===== src/rtl/alu.sv =====
// Sixteen-result ALU bank: every cycle the full set of arithmetic, logic and
// shift results of x and y is captured into output registers.
module alu #(
    parameter int WIDTH = 16
) (
    input  logic             clk,
    input  logic             rst,
    input  logic [WIDTH-1:0] x,
    input  logic [WIDTH-1:0] y,
    output logic [WIDTH-1:0] a,
    output logic [WIDTH-1:0] b,
    output logic [WIDTH-1:0] c,
    output logic             d,
    output logic             e,
    output logic [WIDTH-1:0] f,
    output logic [WIDTH-1:0] g,
    output logic [WIDTH-1:0] h,
    output logic [WIDTH-1:0] i,
    output logic [WIDTH-1:0] j,
    output logic [WIDTH-1:0] k,
    output logic [WIDTH-1:0] l,
    output logic [WIDTH-1:0] m,
    output logic [WIDTH-1:0] n,
    output logic [WIDTH-1:0] o,
    output logic [WIDTH-1:0] p
);

    localparam int SHW = $clog2(WIDTH);

    logic [WIDTH:0]   sum;
    logic [WIDTH:0]   diff;
    logic [WIDTH-1:0] prod;
    logic [WIDTH-1:0] sra;
    logic [SHW-1:0]   sh;

    // Extending by one bit makes the top bit of sum the carry and of diff the borrow.
    assign sum  = {1'b0, x} + {1'b0, y};
    assign diff = {1'b0, x} - {1'b0, y};
    assign prod = x * y;
    assign sh   = y[SHW-1:0];
    assign sra  = $unsigned($signed(x) >>> sh);

    always_ff @(posedge clk or posedge rst) begin
        if (rst) begin
            a <= '0;
            b <= '0;
            c <= '0;
            d <= 1'b0;
            e <= 1'b0;
            f <= '0;
            g <= '0;
            h <= '0;
            i <= '0;
            j <= '0;
            k <= '0;
            l <= '0;
            m <= '0;
            n <= '0;
            o <= '0;
            p <= '0;
        end else begin
            a <= sum[WIDTH-1:0];
            b <= diff[WIDTH-1:0];
            c <= prod;
            d <= sum[WIDTH];
            e <= diff[WIDTH];
            f <= x & y;
            g <= x | y;
            h <= x ^ y;
            i <= ~x;
            j <= ~(x & y);
            k <= ~(x | y);
            l <= ~(x ^ y);
            m <= x << sh;
            n <= x >> sh;
            o <= sra;
            p <= x + WIDTH'(1);
        end
    end

endmodule


===== config.mk =====
export PLATFORM = sky130hd
export DESIGN_NAME = alu
export DESIGN_NICKNAME = d
export VERILOG_FILES = /design/src/rtl/alu.sv
export SDC_FILE = /design/constraint.sdc
export NUM_CORES = 1
export LEC_CHECK = 0
export BUFFER_PORTS_ARGS = -buffer_cell sky130_fd_sc_hd__buf_2
export CAP_MARGIN = 20
export CORE_MARGIN = 5
export CORE_UTILIZATION = 45
export DETAILED_ROUTE_END_ITERATION = 6
export GPL_ROUTABILITY_DRIVEN = 0
export HOLD_SLACK_MARGIN = 0.1
export PLACE_DENSITY = 0.73
export SYNTH_ARGS = -nofsm -noshare
export SYNTH_HDL_FRONTEND = slang
export SYNTH_SLANG_ARGS = --single-unit

===== constraint.sdc =====
create_clock -name clk -period 8.7 [get_ports clk]
set_input_delay 1.305 -clock clk [delete_from_list [all_inputs] [get_ports clk]]
set_output_delay 1.305 -clock clk [all_outputs]
set_load 0.02 [all_outputs]

==> results of run 1 <==
-- synth_stat cells (all sizes together) (10+ instances only) --
cell,number
buf,29
fa,81
mux2i,18
clkbuf,20
xor2,10
xnor2,69
a21oi,53
inv,196
dfrtp,221
ha,101
nor2,140
a21o,13
o21ai,43
nand3,14
nand2,92
nor3,11
-- area by class of cell --
class	instances	area [um2]
clock inverter	12	175
clock buffer	30	662
sequential	221	5530
timing repair buffer	263	1330
tap	378	473
multi-input combinational	736	6200
inverter	199	754
antenna	1	2.50
fill	2378	12700
-- logic make-up after synthesis --
| logic type | count (synthesis) | share of synthesized area [%] |
|---|---|---|
| buffers and inverters | 248 | 7.63 |
| muxes | 27 | 2.87 |
| DFF | 221 | 43.5 |
| adders and majority gates | 182 | 22.7 |
| xor gates and xnor gates | 79 | 5.45 |
| and+or+nand+nor | 282 | 9.12 |
| AOI/OAI and AO/OA | 166 | 8.68 |
-- power breakdown --
part           internal [mW]  switching [mW]  total, mW
clock                  0.656           0.397       1.05
combinational          0.739            1.11       1.85
sequential              1.17          0.0369       1.20
-- metal layers --
metal | wire length, um | vias up | part of all wire, % | GRT usage (%)
met2 | 16900 | 384 | 49 | 37.3
met4 | 751 | 4 | 2.2 | 6.09
li1 | - | 4282 | - | -
met1 | 14300 | 4571 | 41 | 29.0
met3 | 2520 | 62 | 7.3 | 3.58
met5 | 21 | - | 0.061 | 0
-- flip-flops by register name, summed over array words and instances, names as in the netlist --
register	flops
n	15
m	16
p	15
h	15
b	16
j	16
g	16
o	16
i	16
a	15
f	16
c	15
k	16
l	16
e	1
d	1
-- critical path, cell delays in order --
cell and delay (ns):
buf_2 0.54, inv_1 0.66, nor2_1 0.31, fa_1 0.46, fa_1 0.46, ha_1 0.24, fa_1 0.54, inv_1 0.05
fa_1 0.47, fa_1 0.57, inv_1 0.05, ha_1 0.35, nand3_1 0.11, o211ai_1 0.14, o41ai_2 0.42, o21ai_0 0.17
a21oi_1 0.20, xnor2_1 0.09
-- layout by cell type, fill, tap and decap left out, types with 33 or more instances in the layout --
cell	synthesis	final
buf_2	10	259
dfrtp_1	221	221
inv_1	183	182
nor2_1	140	140
ha_1	101	101
nand2_1	92	92
fa_1	81	81
xnor2_1	69	69
a21oi_1	52	52
o21ai_0	33	33
-- how the worst min path moves through the flow --
stage / from / endpoint / slack [ns]
final: rst / l[5] / 0.90
after global routing: rst / l[5] / 0.99
after CTS: rst / l[5] / 0.95
after detailed placement: rst / f[4] / 1.49
after global placement: rst / a[6] / 1.49
after floorplan: x[15] / o[15] / 1.34
-- metrics by stage --
stage	instance area, um2	hold WS (ns)	std cells	power (mW)	worst slack (ns)
after CTS	15100	0.951	1839	4.16	2.00
final	15100	0.901	1840	4.11	1.92
after detailed placement	14300	1.49	1797	3.05	1.47
after global routing	15100	0.985	1839	4.42	1.60
after global placement	14300	1.49	1797	3.00	1.68
after floorplan	12700	1.34	1205	2.56	1.35
==> run_results.csv, run 1 <==
group,metric,value,unit
outcome,outcome,"completed",
floorplan,initial_core_util,45.6,%
timing,period_needed,6.78,ns
timing,max_freq,147,MHz
setup_path,arrival,7.17,ns
setup_path,crit_path_start,"y[2]",
floorplan,io_pins,260,
power,power_density_over_cell_area,272,mW/mm2
global_route,grt_max_degree,107,
route,initialDrtViolationCount,673,
timing,tightest_slew,0.983,ns
global_route,grt_overflow_total,0,
yosys,synth.net_count,1421,
floorplan,coreArea,0.0279,mm2
yosys,synth_warnings,0,
cts,cts_hold_repair.buffers,0,
global_route,grt_pass1_vias,9656,
route,post-route-drc-count,0,
timing,final-setup-viol-count,0,
yosys,synth.distinct_cells,63,
global_route,globalRouteTotalUtil,21.8,%
cts,cts_tree,"yes",
run,cap_violations,0,
timing,hold_viol,0,
global_route,antenna_found_initial,2,
yosys,async_reset_ff_share,100,%
yosys,synth.avg_cell_area,10.5,um2
floorplan,floorplan.die_area,0.0317,mm2
setup_path,crit_path_end,"c[15]",
cts,postCtsSetupRepairBufs,0,
yosys,netlist.top_cell.by_area,"dfrtp_1",
cts,cts_buffers,23,
finish,synthToLayoutAreaGrowth,19.1,%
timing,min_period_over_period,78.0,%
yosys,synth_seq_area_share,43.5,%
floorplan,placementRows,61,
route,drtAntennaViolNets,0,
min_path,timing.hold.worst.class,"input pin to asynchronous set/reset pin",
timing,timing.max_slew.rel_slack,34.4,%
floorplan,die_h,178,um
cts,cts_resized,0,
setup_path,timing.critical_path.to_type,"register",
finish,finish.net_count,1660,
route,detail_route.wl_per_cell,18.7,um
finish,utilization,54.3,%
power,worst_ir_drop_on_vdd,0.000148,V
timing,setup_tns,0,ns
timing,slew_violations,0,
route,drtPass1Iterations,5,
timing,rsz0062_at_grt,"false",
setup_path,timing_worst_setup_path_type,"input pin to register",
global_route,grt_pass1_wl,54000,um
yosys,postSynth.topFlopCell,"dfrtp_1",
setup_path,cp.required,9.08,ns
route,dr_total_vias,9303,
yosys,area_share_of_the_largest_cell_type_after_synthesis,43.5,%
yosys,synth_seq_cells,221,
finish,post_route_cells_drive_above_1_share,23.1,%
cts,clock_tree.root_cell,"clkbuf_16",
placement,detailed_place_hpwl,26200,um
yosys,synthCells,1205,
floorplan,dieWidth,178,um
cts,cts_max_path_buffers,3,
cts,tritoncts_num_sinks,221,
yosys,synth_edf_count,0,
placement,port-buffer-count,259,
setup_path,crit_path_max_fanout,41,
cts,clock_tree.htree_level_count,1,
cts,clkSlewWorstSetupHoldPaths,0.06,ns
setup_path,worst_setup_path_start_kind,"input pin",
route,wl,34500,um
route,avgViaCountPerCell,5.06,
power,cellLeakagePower,7.64,nW
yosys,synth_top_cells_by_area,"dfrtp_1 44%, fa_1 13%, ha_1 9.9%",
yosys,syn_area,0.0127,mm2
Power figures use the tool's default switching activity.
==> run 2: changes to the inputs <==
--- a/config.mk
+++ b/config.mk
@@ -5,6 +5,7 @@
 export SDC_FILE = /design/constraint.sdc
 export NUM_CORES = 1
 export LEC_CHECK = 0
+export ABC_AREA = 1
 export BUFFER_PORTS_ARGS = -buffer_cell sky130_fd_sc_hd__buf_2
 export CAP_MARGIN = 20
 export CORE_MARGIN = 5
@@ -12,7 +13,7 @@
 export DETAILED_ROUTE_END_ITERATION = 6
 export GPL_ROUTABILITY_DRIVEN = 0
 export HOLD_SLACK_MARGIN = 0.1
-export PLACE_DENSITY = 0.73
+export PLACE_DENSITY = 0.72
 export SYNTH_ARGS = -nofsm -noshare
 export SYNTH_HDL_FRONTEND = slang
 export SYNTH_SLANG_ARGS = --single-unit
==> constraint.sdc (replaced) <==
create_clock -name clk -period 7 [get_ports clk]
set_input_delay 1.05 -clock clk [delete_from_list [all_inputs] [get_ports clk]]
set_output_delay 1.05 -clock clk [all_outputs]
set_load 0.02 [all_outputs]
==> run 2 against run 1 <==
Sequential power up 25%. Die area grew 5.1%. Cell count up 16%. Via count is 17% higher. Combinational power grew 25%. Wire length rose by 12%. Sequential share of layout area shrank 1.3 points. Critical path type unchanged. Largest cell class unchanged.
==> run_results.csv, run 2 <==
group,metric,value,unit
yosys,async_reset_ff_share,100,%
placement,port-buffer-count,259,
floorplan,floorplan.die_area,0.0333,mm2
floorplan,placementRows,63,
finish,mostFrequentLayoutCells,"333 x nand2_1, 324 x inv_1, 259 x buf_2",
cts,tritoncts_num_sinks,221,
timing,slew_violations,0,
yosys,synth.net_count,1720,
cts,cts_tree,"yes",
finish,post_route_cells_drive_above_1_share,18.4,%
finish,finish.net_count,1946,
yosys,syn_area,0.0134,mm2
route,drtAntennaViolNets,0,
power,worst_ir_drop_on_vdd,0.000292,V
setup_path,crit_path_max_delay_family,"adder cells",
power,power.share.sequential,29.7,%
timing,min_period_over_period,80.7,%
cts,cts_hold_repair.buffers,0,
yosys,synth.avg_cell_area,8.90,um2
cts,clkSlewWorstSetupHoldPaths,0.07,ns
setup_path,timing_worst_setup_path_type,"input pin to register",
setup_path,timing.critical_path.cells,"buf_2 > ha_1 > inv_1 > fa_1 > inv_1 > fa_1 > inv_1 > fa_1 > fa_1 > fa_1 > fa_1 > inv_1 > ha_1 > nand2_1 > inv_1 > a221oi_1 > nand3_1 > inv_1 > nand3_1 > nand2_1",
placement,dpl_cell_area,0.0149,mm2
outcome,outcome,"completed",
route,avgViaCountPerCell,5.08,
cts,postCtsSetupRepairBufs,0,
yosys,synthCells,1504,
setup_path,timing.critical_path.to_type,"register",
yosys,synth_edf_count,0,
setup_path,timing.critical_path.slowest_stage_cell,"fa_1",
yosys,synth.distinct_cells,45,
setup_path,cp.required,7.45,ns
floorplan,initial_core_util,45.4,%
cts,clock_tree.root_cell,"clkbuf_16",
timing,final-setup-viol-count,0,
route,wl,38700,um
yosys,post-synth-top-count-cell,"nand2_1",
power,p_switching,2.03,mW
yosys,synth_seq_cells,221,
global_route,grt_overflow_total,0,
route,detail_route.wl_per_cell,18.1,um
global_route,grt_pass1_wl,60700,um
timing,timing.max_slew.rel_slack,32.5,%
finish,design_area,0.0157,mm2
power,cellLeakagePower,8.82,nW
global_route,grt_pass1_vias,11100,
timing,tightest_slew,1.01,ns
power,power.clock.fraction,24.7,%
power,power_switching_share,40.0,%
yosys,netlist.top_cell.by_area,"dfrtp_1",
setup_path,worst_path_bufs_invs,7,
setup_path,worst_setup_path_start_kind,"input pin",
finish,fill_cells,2627,
cts,clock_tree.htree_level_count,1,
global_route,globalRouteTotalUtil,23.0,%
power,power_density_over_cell_area,323,mW/mm2
run,cap_violations,0,
yosys,synth_seq_area_share,41.3,%
setup_path,arrival,6.10,ns
timing,setup_tns,0,ns
yosys,synth_warnings,0,
cts,cts_buffers,23,
yosys,synthTopCellsByCount,"333 x nand2_1, 325 x inv_1, 221 x dfrtp_1",
route,initialDrtViolationCount,859,
yosys,postSynth.topFlopCell,"dfrtp_1",
yosys,area_share_of_the_largest_cell_type_after_synthesis,41.3,%
power,combPwrFrac,45.6,%
floorplan,dieWidth,183,um
finish,utilization,53.2,%
route,dr_total_vias,10800,
timing,max_freq,177,MHz
min_path,timing.hold.worst.class,"input pin to asynchronous set/reset pin",
placement,detailed_place_hpwl,29900,um
finish,mostFrequentLayoutCell,"nand2_1",
floorplan,die_h,183,um
floorplan,coreArea,0.0295,mm2
cts,cts_resized,0,
floorplan,io_pins,260,
global_route,grt_max_degree,161,
timing,rsz0062_at_grt,"false",
route,drtPass1Iterations,5,
global_route,antenna_found_initial,1,
cts,cts_max_path_buffers,3,
route,post-route-drc-count,0,
timing,period_needed,5.65,ns
setup_path,max_stage_delay,0.59,ns
finish,synthToLayoutAreaGrowth,17.2,%
setup_path,crit_path_max_fanout,15,
yosys,synth_top_cells_by_area,"dfrtp_1 41%, fa_1 12%, ha_1 9.4%",
power,power.internal,3.04,mW
timing,hold_viol,0,
[run 2: cell types whose count changed in the layout (fill, tap and decap cells not counted), moves of 9 or more]
cell,before,now
mux2i_1,18,2
o21ai_0,33,67
nor2_1,140,46
inv_1,182,324
a21o_1,13,4
xnor2_1,69,6
nand2_1,92,333
nand3_1,14,59
a21oi_1,52,65
xor2_1,10,46
[run 2: per-layer routing]
metal | global-route usage, % | wire [um] | up-vias
met1 | 30.0 | 15300 | 5290
met2 | 39.9 | 19100 | 501
li1 | - | - | 4978
met4 | 6.78 | 1140 | 0
met3 | 3.37 | 3170 | 79
met5 | 0 | 0 | -
[run 2: metrics by stage]
step / setup WS (ns) / cells / power, mW / hold WS (ns)
finish: 1.35 / 2135 / 5.07 / 0.793
global route: 1.04 / 2135 / 5.47 / 0.811
CTS: 1.41 / 2134 / 5.10 / 0.798
detailed placement: 0.891 / 2095 / 3.82 / 1.33
global placement: 1.01 / 2095 / 3.77 / 1.34
floorplan: 0.945 / 1504 / 3.18 / 1.08
[run 2: path summary, 6_finish.rpt]
kind                       slack [ns]  start     to  depth (start not counted)
worst max-delay path             1.35   x[7]  c[15]                         20
max in group asynchronous        4.87    rst   p[5]                          4
worst min-delay path             0.79    rst  o[11]                          3
min in group clk                 0.82  x[15]  o[15]                          1
[run 2: power by group through the flow]
stage	registers, mW	clock network [mW]	logic, mW
2_1_floorplan	1.71	0	1.47
3_3_place_gp	1.53	0	2.24
3_5_place_dp	1.52	0	2.29
6_report	1.50	1.25	2.31
4_1_cts	1.51	1.27	2.33
5_1_grt	1.52	1.32	2.64
[run 2: tightest hold or removal path, cell delays in order]
cell        delay (ns)
buf_2             0.11
clkinvlp_4        0.05
buf_4             0.62
[run 2: final cells by class]
type	count	area (um2)	share of cell area (%)
clock buffers	30	612	3.90
inverters	335	1260	8.03
diodes	1	2.50	0.0159
flip-flops and latches	221	5530	35.2
well taps	390	488	3.11
multi-input cells	883	6300	40.1
repair buffers	266	1360	8.67
clock inverters	9	145	0.925
[run 2: logic make-up (layout without fill, tap and decap cells)]
| family | after synthesis | count (layout) | synth area share (%) |
|---|---|---|---|
| and+or+nand+nor | 477 | 477 | 15.0 |
| buffers and inverters | 400 | 640 | 11.7 |
| DFF | 221 | 221 | 41.3 |
| adders and majority gates | 182 | 182 | 21.5 |
| AOI/OAI and AO/OA | 170 | 170 | 6.97 |
| xor gates and xnor gates | 52 | 52 | 3.40 |
| muxes | 2 | 2 | 0.149 |
| other | 0 | 1 | 0 |
